===== src/rtl/btb_predictor_if.sv =====
// Fetch/resolve bus between the pipeline and the branch target buffer.
interface btb_predictor_if #(
  parameter int unsigned PC_W = 16
);
  logic [PC_W-1:0] pc_IF;
  logic            btb_hit_IF;
  logic [PC_W-1:0] btb_tgt_IF;
  logic            upd_en_EX;
  logic [PC_W-1:0] upd_pc_EX;
  logic [PC_W-1:0] upd_tgt_EX;
  logic            upd_taken_EX;
  logic            flush_btb;

  modport master (
    output pc_IF, upd_en_EX, upd_pc_EX, upd_tgt_EX, upd_taken_EX, flush_btb,
    input  btb_hit_IF, btb_tgt_IF
  );

  modport slave (
    input  pc_IF, upd_en_EX, upd_pc_EX, upd_tgt_EX, upd_taken_EX, flush_btb,
    output btb_hit_IF, btb_tgt_IF
  );
endinterface


===== src/rtl/btb_predictor.sv =====
// Direct-mapped BTB with 2-bit saturating direction counters; combinational
// lookup in IF, sequential update from EX branch resolution.
module btb_predictor #(
  parameter int unsigned PC_W    = 16,
  parameter int unsigned ENTRIES = 8
) (
  input logic            clk,
  input logic            rst,
  btb_predictor_if.slave bus
);
  localparam int unsigned IDX_W = $clog2(ENTRIES);
  localparam int unsigned TAG_W = PC_W - IDX_W;

  logic [ENTRIES-1:0] valid_q;
  logic [TAG_W-1:0]   tag_q [ENTRIES];
  logic [PC_W-1:0]    tgt_q [ENTRIES];
  logic [1:0]         cnt_q [ENTRIES];

  logic [IDX_W-1:0] lk_idx;
  logic [TAG_W-1:0] lk_tag;
  logic [IDX_W-1:0] u_idx;
  logic [TAG_W-1:0] u_tag;
  logic             u_match;
  logic             lk_hit;

  always_comb begin
    lk_idx = bus.pc_IF[IDX_W-1:0];
    lk_tag = bus.pc_IF[PC_W-1:IDX_W];
    u_idx  = bus.upd_pc_EX[IDX_W-1:0];
    u_tag  = bus.upd_pc_EX[PC_W-1:IDX_W];
  end

  // Gate on valid first so uninitialised tag/target storage never leaks out.
  always_comb begin
    lk_hit  = 1'b0;
    u_match = 1'b0;
    if (valid_q[lk_idx])
      lk_hit = (tag_q[lk_idx] == lk_tag) && cnt_q[lk_idx][1];
    if (valid_q[u_idx])
      u_match = (tag_q[u_idx] == u_tag);
  end

  always_comb begin
    bus.btb_hit_IF = lk_hit;
    bus.btb_tgt_IF = lk_hit ? tgt_q[lk_idx] : '0;
  end

  always_ff @(posedge clk) begin
    if (rst) begin
      valid_q <= '0;
      cnt_q   <= '{default: 2'b00};
    end else if (bus.flush_btb) begin
      valid_q <= '0;
    end else if (bus.upd_en_EX) begin
      if (bus.upd_taken_EX) begin
        if (u_match) begin
          if (cnt_q[u_idx] != 2'b11)
            cnt_q[u_idx] <= cnt_q[u_idx] + 2'b01;
          tgt_q[u_idx] <= bus.upd_tgt_EX;
        end else begin
          valid_q[u_idx] <= 1'b1;
          tag_q[u_idx]   <= u_tag;
          tgt_q[u_idx]   <= bus.upd_tgt_EX;
          cnt_q[u_idx]   <= 2'b10;
        end
      end else if (u_match && cnt_q[u_idx] != 2'b00) begin
        cnt_q[u_idx] <= cnt_q[u_idx] - 2'b01;
      end
    end
  end
endmodule

===== src/flat_wrapper.sv =====
// flat-port wrapper written by rule: the top's interface ports become plain ports
module btb_predictor_flat 
#(
  parameter int unsigned PC_W    = 16,
  parameter int unsigned ENTRIES = 8
)
  (clk, rst, bus_pc_IF, bus_upd_en_EX, bus_upd_pc_EX, bus_upd_tgt_EX, bus_upd_taken_EX, bus_flush_btb, bus_btb_hit_IF, bus_btb_tgt_IF);
  btb_predictor_if #(.PC_W(PC_W)) bus_i ();
  input logic clk;
  input logic rst;
  input wire logic [$bits(bus_i.pc_IF)-1:0] bus_pc_IF;
  input wire logic [$bits(bus_i.upd_en_EX)-1:0] bus_upd_en_EX;
  input wire logic [$bits(bus_i.upd_pc_EX)-1:0] bus_upd_pc_EX;
  input wire logic [$bits(bus_i.upd_tgt_EX)-1:0] bus_upd_tgt_EX;
  input wire logic [$bits(bus_i.upd_taken_EX)-1:0] bus_upd_taken_EX;
  input wire logic [$bits(bus_i.flush_btb)-1:0] bus_flush_btb;
  output wire logic [$bits(bus_i.btb_hit_IF)-1:0] bus_btb_hit_IF;
  output wire logic [$bits(bus_i.btb_tgt_IF)-1:0] bus_btb_tgt_IF;
  assign bus_i.pc_IF = bus_pc_IF;
  assign bus_i.upd_en_EX = bus_upd_en_EX;
  assign bus_i.upd_pc_EX = bus_upd_pc_EX;
  assign bus_i.upd_tgt_EX = bus_upd_tgt_EX;
  assign bus_i.upd_taken_EX = bus_upd_taken_EX;
  assign bus_i.flush_btb = bus_flush_btb;
  assign bus_btb_hit_IF = bus_i.btb_hit_IF;
  assign bus_btb_tgt_IF = bus_i.btb_tgt_IF;
  btb_predictor #(.PC_W(PC_W), .ENTRIES(ENTRIES)) u_core (.clk(clk), .rst(rst), .bus(bus_i));
endmodule

===== config.mk =====
export PLATFORM = sky130hd
export DESIGN_NAME = btb_predictor_flat
export DESIGN_NICKNAME = d
export VERILOG_FILES = /design/src/rtl/btb_predictor_if.sv /design/src/rtl/btb_predictor.sv /design/src/flat_wrapper.sv
export SDC_FILE = /design/constraint.sdc
export NUM_CORES = 1
export LEC_CHECK = 0
export CORE_MARGIN = 4
export CORE_UTILIZATION = 64
export DETAILED_ROUTE_END_ITERATION = 10
export PLACE_DENSITY = 0.85
export SETUP_SLACK_MARGIN = 0.05
export SLEW_MARGIN = 20
export SYNTH_ARGS = -nofsm -noshare
export SYNTH_HDL_FRONTEND = slang
export SYNTH_SLANG_ARGS = --single-unit

===== constraint.sdc =====
create_clock -name clk -period 12.2 [get_ports clk]
set_input_delay 1.83 -clock clk [delete_from_list [all_inputs] [get_ports clk]]
set_output_delay 1.83 -clock clk [all_outputs]
set_load 0.005 [all_outputs]

==> key figures, run 1 <==
Logic synthesis
  • Async set-reset flop share out of synthesis: 0
  • Most used flip-flop cell after synthesis: edfxtp_1
  • Top-area cell type share of the netlist area: 0.6123
  • Yosys top cell by area: edfxtp_1
  • Seq/Total Area, Yosys: 0.6545
  • Top post-synthesis cells by area: edfxtp_1 61%, mux4_2 14%, mux2i_1 7.9%
  • Post-synth cell types: 48
  • EDFF count, synth: approximately 230
  • Synthesized Nets: around 710
  • Cell Area, Synth: 0.01138 mm^2
  • Synth Register Bits: approximately 260
  • Avg Cell Area, Syn: 17.27 um^2
  • Post-Syn Instances: approximately 660
  • Synth Warn #: 0

Clocking
  • Number of post-CTS setup repair buffers: 0
  • Clk slew on worst S/H paths: 60 ps
  • Post-CTS Resized: 0
  • Clock sink count: 256
  • CTS Buffer Depth: 3
  • CTS tree: built
  • Clk_lat worst skew: 530 ps
  • Clk root buf: clkbuf_16
  • CTS Buf Count: 26
  • Post-CTS Hold Buffers: 0
  • H-tree Lvls: 1

Routing
  • Via count: about 6.6k
  • Remaining DRCs: 0
  • DR WL/cell: around 27 um
  • DRT Pass-1 Iters: 5
  • Final WL: approximately 26 mm
  • Post-route ant nets: 0
  • Iteration-0 DRC Markers: between 800 and 900
  • Vias/cell: roughly 6.7

Flow run
  • Max Cap Viol: 0

Timing
  • Final min period: around 8100 ps
  • Max frequency: roughly 120 MHz
  • Setup violators final: 0
  • Ratio of final minimum period to clock period: 0.6679
  • Slew @ Worst Pin: 1182 ps
  • Fin. Hold Viols: 0
  • Slew Viols, Final: 0
  • Worst setup margin: around 4100 ps
  • RSZ-0062 raised after global routing: no
  • Worst slew margin: 0.2093
  • Setup Skew: approximately 13 ps
  • Setup TNS: 0 ps

Critical path
  • R2r worst-path depth: 8
  • Worst-path fanout max: 44
  • Critical path class: primary input to primary output
  • Setup crit start kind: primary input
  • Crit end category: primary output
  • Critical Path RT: a little over 10000 ps
  • CP arrival: between 6000 and 7000 ps

Finish
  • Fill cell total of the finished layout: between 900 and 1k
  • Sequential standard cell area: ~0.0074 mm^2
  • Layout cell share with drive strength beyond 1: 0.1950
  • Final nets: 790
  • Antenna Cells: 0
  • Multi-input gate area: 0.003760 mm^2
  • Area Growth Syn to Fin: 15.68%

Global routing
  • Largest net degree at the start of global routing: around 70
  • First-pass GRT wire length: around 40 mm
  • Grt ovf: 0
  • Tot GR Track Use: 0.2663
  • Vias in the first global route: between 6k and 7k
  • Antenna violations before repair: 0

Die
  • Initial Util: 0.6556
  • Die X: around 140 um
  • DIE HEIGHT: 141.3 um
  • Die area: ~0.02 mm^2
  • Cell Rows: 48
  • Total core area: roughly 0.017 mm^2
  • IO Pins: 70

Hold path
  • Hold WC Path Type: flop to flop
  • Cell count of the worst hold path: 2

Power
  • Pwr dens: around 140 mW/mm^2
  • VDD IR-drop max: between 0.1 and 0.15 mV
  • Lkg Pwr: between 4 and 5 nW

Run status
  • Status: completed

Placed design
  • Post-DP HPWL: about 15 mm
  • Port Buffer Count: 69
  • Gpl congestion: between 0.8 and 0.9
  • Pre-CTS WS: between 4000 and 5000 ps
==> cells in the mapped netlist, types with 2 or more instances <==
master / number
nand3_1: 9
o211ai_1: 2
inv_1: 8
mux2i_1: 90
nand2_1: 30
nand4_1: 4
a22oi_1: 13
o21ai_0: 8
a21oi_1: 5
nor2_1: 32
nor2b_1: 2
buf_6: 3
a22o_1: 2
clkbuf_1: 17
and3_1: 4
edfxtp_1: 232
o21bai_1: 5
o211ai_2: 3
ha_1: 2
and4_1: 3
buf_2: 11
buf_1: 4
nor3_1: 7
nor4_1: 2
buf_4: 3
a31oi_1: 2
mux4_2: 69
xnor2_1: 11
xor2_1: 12
nand2b_1: 20
o31ai_1: 3
dfxtp_1: 24
a221oi_1: 2
==> layout by cell type, fill, tap and decap left out, types with 5 or more instances in the layout <==
master / instances
edfxtp_1: 232
clkbuf_1: 7
nor3_2: 5
dfxtp_1: 24
mux4_2: 69
nor2_1: 27
nand3_1: 9
clkdlybuf4s50_1: 65
clkbuf_16: 26
xor2_1: 12
inv_1: 8
a22oi_1: 13
nor2_2: 5
o21ai_0: 8
xnor2_1: 11
nand2b_1: 20
mux2i_1: 90
nand2_1: 30
o21bai_1: 5
a21oi_1: 5
buf_4: 19
==> registers in the layout, indices dropped and copies added, names as in the netlist <==
name / flops
u_core.tag_q: 104
u_core.tgt_q: 128
u_core.valid_q: 8
u_core.cnt_q: 16
==> path summary, 6_finish.rpt <==
path,to,startpoint,slack (ps)
setup / recovery,bus_btb_tgt_IF[10],bus_pc_IF[0],4050
hold reg to reg,u_core.cnt_q[10],u_core.cnt_q[10],480
setup reg to reg,u_core.tag_q[7][10],u_core.tag_q[5][9],8500
hold / removal,u_core.cnt_q[10],u_core.cnt_q[10],480
==> power by group <==
group | switching [mW] | total [mW] | internal [mW]
Clock | 0.325 | 0.783 | 0.458
Combinational | 0.0721 | 0.132 | 0.0599
Sequential | 0.00263 | 0.964 | 0.962
==> metal layers <==
layer | track usage | share of wire | vias up
li1 | - | - | 2804
met1 | 0.3663 | 0.37 | 3297
met2 | 0.4454 | 0.51 | 399
met3 | 0.03505 | 0.086 | 70
met4 | 0.09638 | 0.029 | 0
met5 | 0 | 0 | -
==> worst max-delay path: stages <==
cell	delay (ps)
buf_4	300
buf_4	770
mux4_2	610
mux2i_1	190
xnor2_1	90
a2111oi_0	710
nand3_1	860
nor2_1	360
clkdlybuf4s50_1	570
==> cells by family after synthesis <==
family                   share of synthesized area
flip-flops                                  0.6545
XOR/XNOR                                   0.01770
adder cells (fa/ha/maj)                   0.002199
multiplexers                                0.2157
buffers and inverters                      0.01935
AND/OR/NAND/NOR                            0.05333
AO/OA/AOI/OAI                              0.03717
==> layout make-up <==
class,count,area share
Clock buffer,33,0.05143
Clock inverter,14,0.01245
Inverter,8,0.002281
Multi-Input combinational cell,357,0.2856
Sequential cell,256,0.5658
Tap cell,225,0.02139
Timing Repair Buffer,86,0.06103
==> through the flow <==
step           hold slack, ps  total power, mW  area, um^2  cells    util
2_1_floorplan           438.0            1.063       11380    659       -
3_3_place_gp            467.0            1.106       12320    932  0.7099
3_5_place_dp            473.3            1.112       12320    932  0.7099
4_1_cts                 481.3            1.888       13160    979  0.7584
5_1_grt                 501.5            1.935       13160    979  0.7584
6_report                480.9            1.879       13160    979  0.7584
Note: power is estimated with default switching activity, not from simulation.
==> run 2: changes to the inputs <==
Settings changed: CORE_UTILIZATION 64 to 59, PLACE_DENSITY 0.85 to 0.79.
Clock period 12.2 ns to 8.4 ns, I/O delays scaled along.
==> key figures, run 2 (synthesis results as in run 1) <==
Finish
  • Reg with most FFs: u_core.tgt_q
  • Biggest regs: u_core.tgt_q (128), u_core.tag_q (104), u_core.cnt_q (16)
  • Area Growth Syn to Fin: 16.08%
  • Multi-input gate area: 0.003772 mm^2 (+0.33%)
  • Flip-flop count of the largest register after layout: 128 (unchanged)
  • Final nets: 790 (unchanged)
  • Sequential standard cell area: 0.007447 mm^2 (unchanged)
  • Most frequent cells in the layout: 232 x edfxtp_1, 90 x mux2i_1, 69 x mux4_2, 65 x clkdlybuf4s50_1, 30 x nand2_1
  • Most common cell after layout, fill and taps aside: edfxtp_1
  • Layout cell share with drive strength beyond 1: 0.1989 (+0.003979)
  • Fill cell total of the finished layout: 1164 (+21%)

Hold path
  • Hold WC Path Type: flop to flop

Global routing
  • Grt ovf: 0 (unchanged)
  • Vias in the first global route: 6701 (-2.7%)
  • Tot GR Track Use: 0.2345 (-0.03183)
  • Antenna violations before repair: 1 (+1)
  • First-pass GRT wire length: 38.65 mm (-3.9%)
  • Largest net degree at the start of global routing: 42 (-38%)

Run status
  • Status: completed

Power
  • Lkg Pwr: 4.547 nW (+0.39%)
  • NetSw: 0.5668 mW (+42%)
  • VDD IR-drop max: 0.1813 mV (+42%)
  • Reg power frac: 0.523 (+0.010)
  • Cell Int Power: 2.109 mW (+43%)
  • Sw Share: 0.2118 (-0.0007882)
  • Pwr dens: 202.6 mW/mm^2 (+42%)
  • Combinational power share: 0.071 (about the same)
  • Clock share of power: 0.406 (-0.011)

Critical path
  • Critical Path RT: 7140 ps (-3230 ps)
  • Crit end category: primary output
  • Critical path class: primary input to primary output
  • CP arrival: 5400 ps (-920 ps)
  • Setup crit start kind: primary input
  • Worst-path fanout max: 35 (-20%)

Timing
  • Worst slew margin: 0.2614 (+0.05215)
  • Setup violators final: 0 (unchanged)
  • Ratio of final minimum period to clock period: 0.7928
  • Setup Skew: 18.09 ps (+5.565 ps)
  • Slew Viols, Final: 0 (unchanged)
  • Setup TNS: 0 ps (unchanged)
  • RSZ-0062 raised after global routing: no
  • Slew @ Worst Pin: 1107 ps (-75.05 ps)
  • Final min period: 6659 ps
  • Worst setup margin: 1741 ps (-2312 ps)
  • Fin. Hold Viols: 0 (unchanged)
  • Max frequency: approximately 150 MHz

Flow run
  • Max Cap Viol: 0 (unchanged)

Clocking
  • CTS Buf Count: 26 (unchanged)
  • Clk root buf: clkbuf_16
  • Number of post-CTS setup repair buffers: 0 (unchanged)
  • Clock sink count: 256 (unchanged)
  • H-tree Lvls: 1 (unchanged)
  • Clk_lat worst skew: 550 ps (+20 ps)
  • Post-CTS Hold Buffers: 0 (unchanged)
  • CTS Buffer Depth: 3 (unchanged)
  • CTS tree: built
  • Clk slew on worst S/H paths: 60 ps (about the same)
  • Post-CTS Resized: 0 (unchanged)

Routing
  • Post-route ant nets: 0 (unchanged)
  • Iteration-0 DRC Markers: 621 (-23%)
  • Remaining DRCs: 0 (unchanged)
  • Final WL: 25.14 mm (-3.6%)
  • Via count: 6502 (-1.0%)
  • DR WL/cell: 24.77 um (-7.0%)
  • Vias/cell: 6.406 (-4.5%)
  • DRT Pass-1 Iters: 5 (unchanged)

Die
  • DIE HEIGHT: 146.9 um (+3.9%)
  • IO Pins: 70 (unchanged)
  • Die X: 146.9 um (+3.9%)
  • Die area: 0.02157 mm^2 (+8.0%)
  • Total core area: 0.01883 mm^2 (+8.5%)
  • Cell Rows: 50 (+4.2%)
  • Initial Util: 0.6043 (-0.05131)

Placed design
  • Gpl congestion: 0.8488 (+3.8%)
  • Post-DP HPWL: 15.14 mm (-1.3%)
  • Port Buffer Count: 69 (unchanged)
  • Pre-CTS WS: 1715 ps (-2497 ps)
-- run 2: changes by cell type in the layout (fill, tap and decap cells not counted), sizes merged --
cell	change
clkbuf	+5
bufinv	-3
clkinvlp	-2
clkinv	+1
diode	+1
inv	-1
-- run 2: final timing paths --
kind	start	to	slack (ps)	cells after the start
setup / recovery	bus_pc_IF[1]	bus_btb_tgt_IF[0]	1740	10
hold / removal	u_core.cnt_q[14]	u_core.cnt_q[14]	480	2
setup reg to reg	u_core.tag_q[5][9]	u_core.tag_q[1][6]	4640	8
hold reg to reg	u_core.cnt_q[14]	u_core.cnt_q[14]	480	2
-- run 2: final cells by class --
cell class                 instances  area share
timing repair buffer              86     0.06082
tap                              260     0.02463
sequential                       256      0.5638
antenna                            1   0.0001895
inverter                           8    0.002274
clock inverter                     9    0.005400
clock buffer                      38     0.05722
multi-input combinational        357      0.2856
-- run 2: critical path: stages --
cell and delay [ps]:
buf_2 670, buf_4 550, mux4_2 370, mux2i_1 180, xor2_1 190, nand4_1 180, a2111oi_0 350, nand3_1 750
nor2_1 320, clkdlybuf4s50_1 550
-- run 2: power groups by stage --
stage | clock network, mW | logic, mW | registers (mW)
2_1_floorplan | 0 | 0.118 | 1.43
3_3_place_gp | 0 | 0.184 | 1.43
3_5_place_dp | 0 | 0.189 | 1.43
4_1_cts | 1.10 | 0.191 | 1.40
5_1_grt | 1.16 | 0.203 | 1.40
6_report | 1.09 | 0.190 | 1.40
-- run 2: metal layers --
metal,share of wire,GRT usage
met1,0.40,0.3336
met2,0.49,0.3764
met3,0.078,0.04102
met4,0.029,0.07432
met5,0,0
-- run 2: through the flow --
stage / instances / hold slack (ps) / util / power [mW] / area [um^2]
detailed placement: 967 / 473.4 / 0.6573 / 1.616 / 12380
global placement: 967 / 455.8 / 0.6573 / 1.610 / 12380
floorplan: 659 / 438.0 / - / 1.544 / 11380
finish: 1015 / 484.8 / 0.7014 / 2.676 / 13210
CTS: 1014 / 487.2 / 0.7013 / 2.693 / 13210
global route: 1015 / 517.7 / 0.7014 / 2.765 / 13210
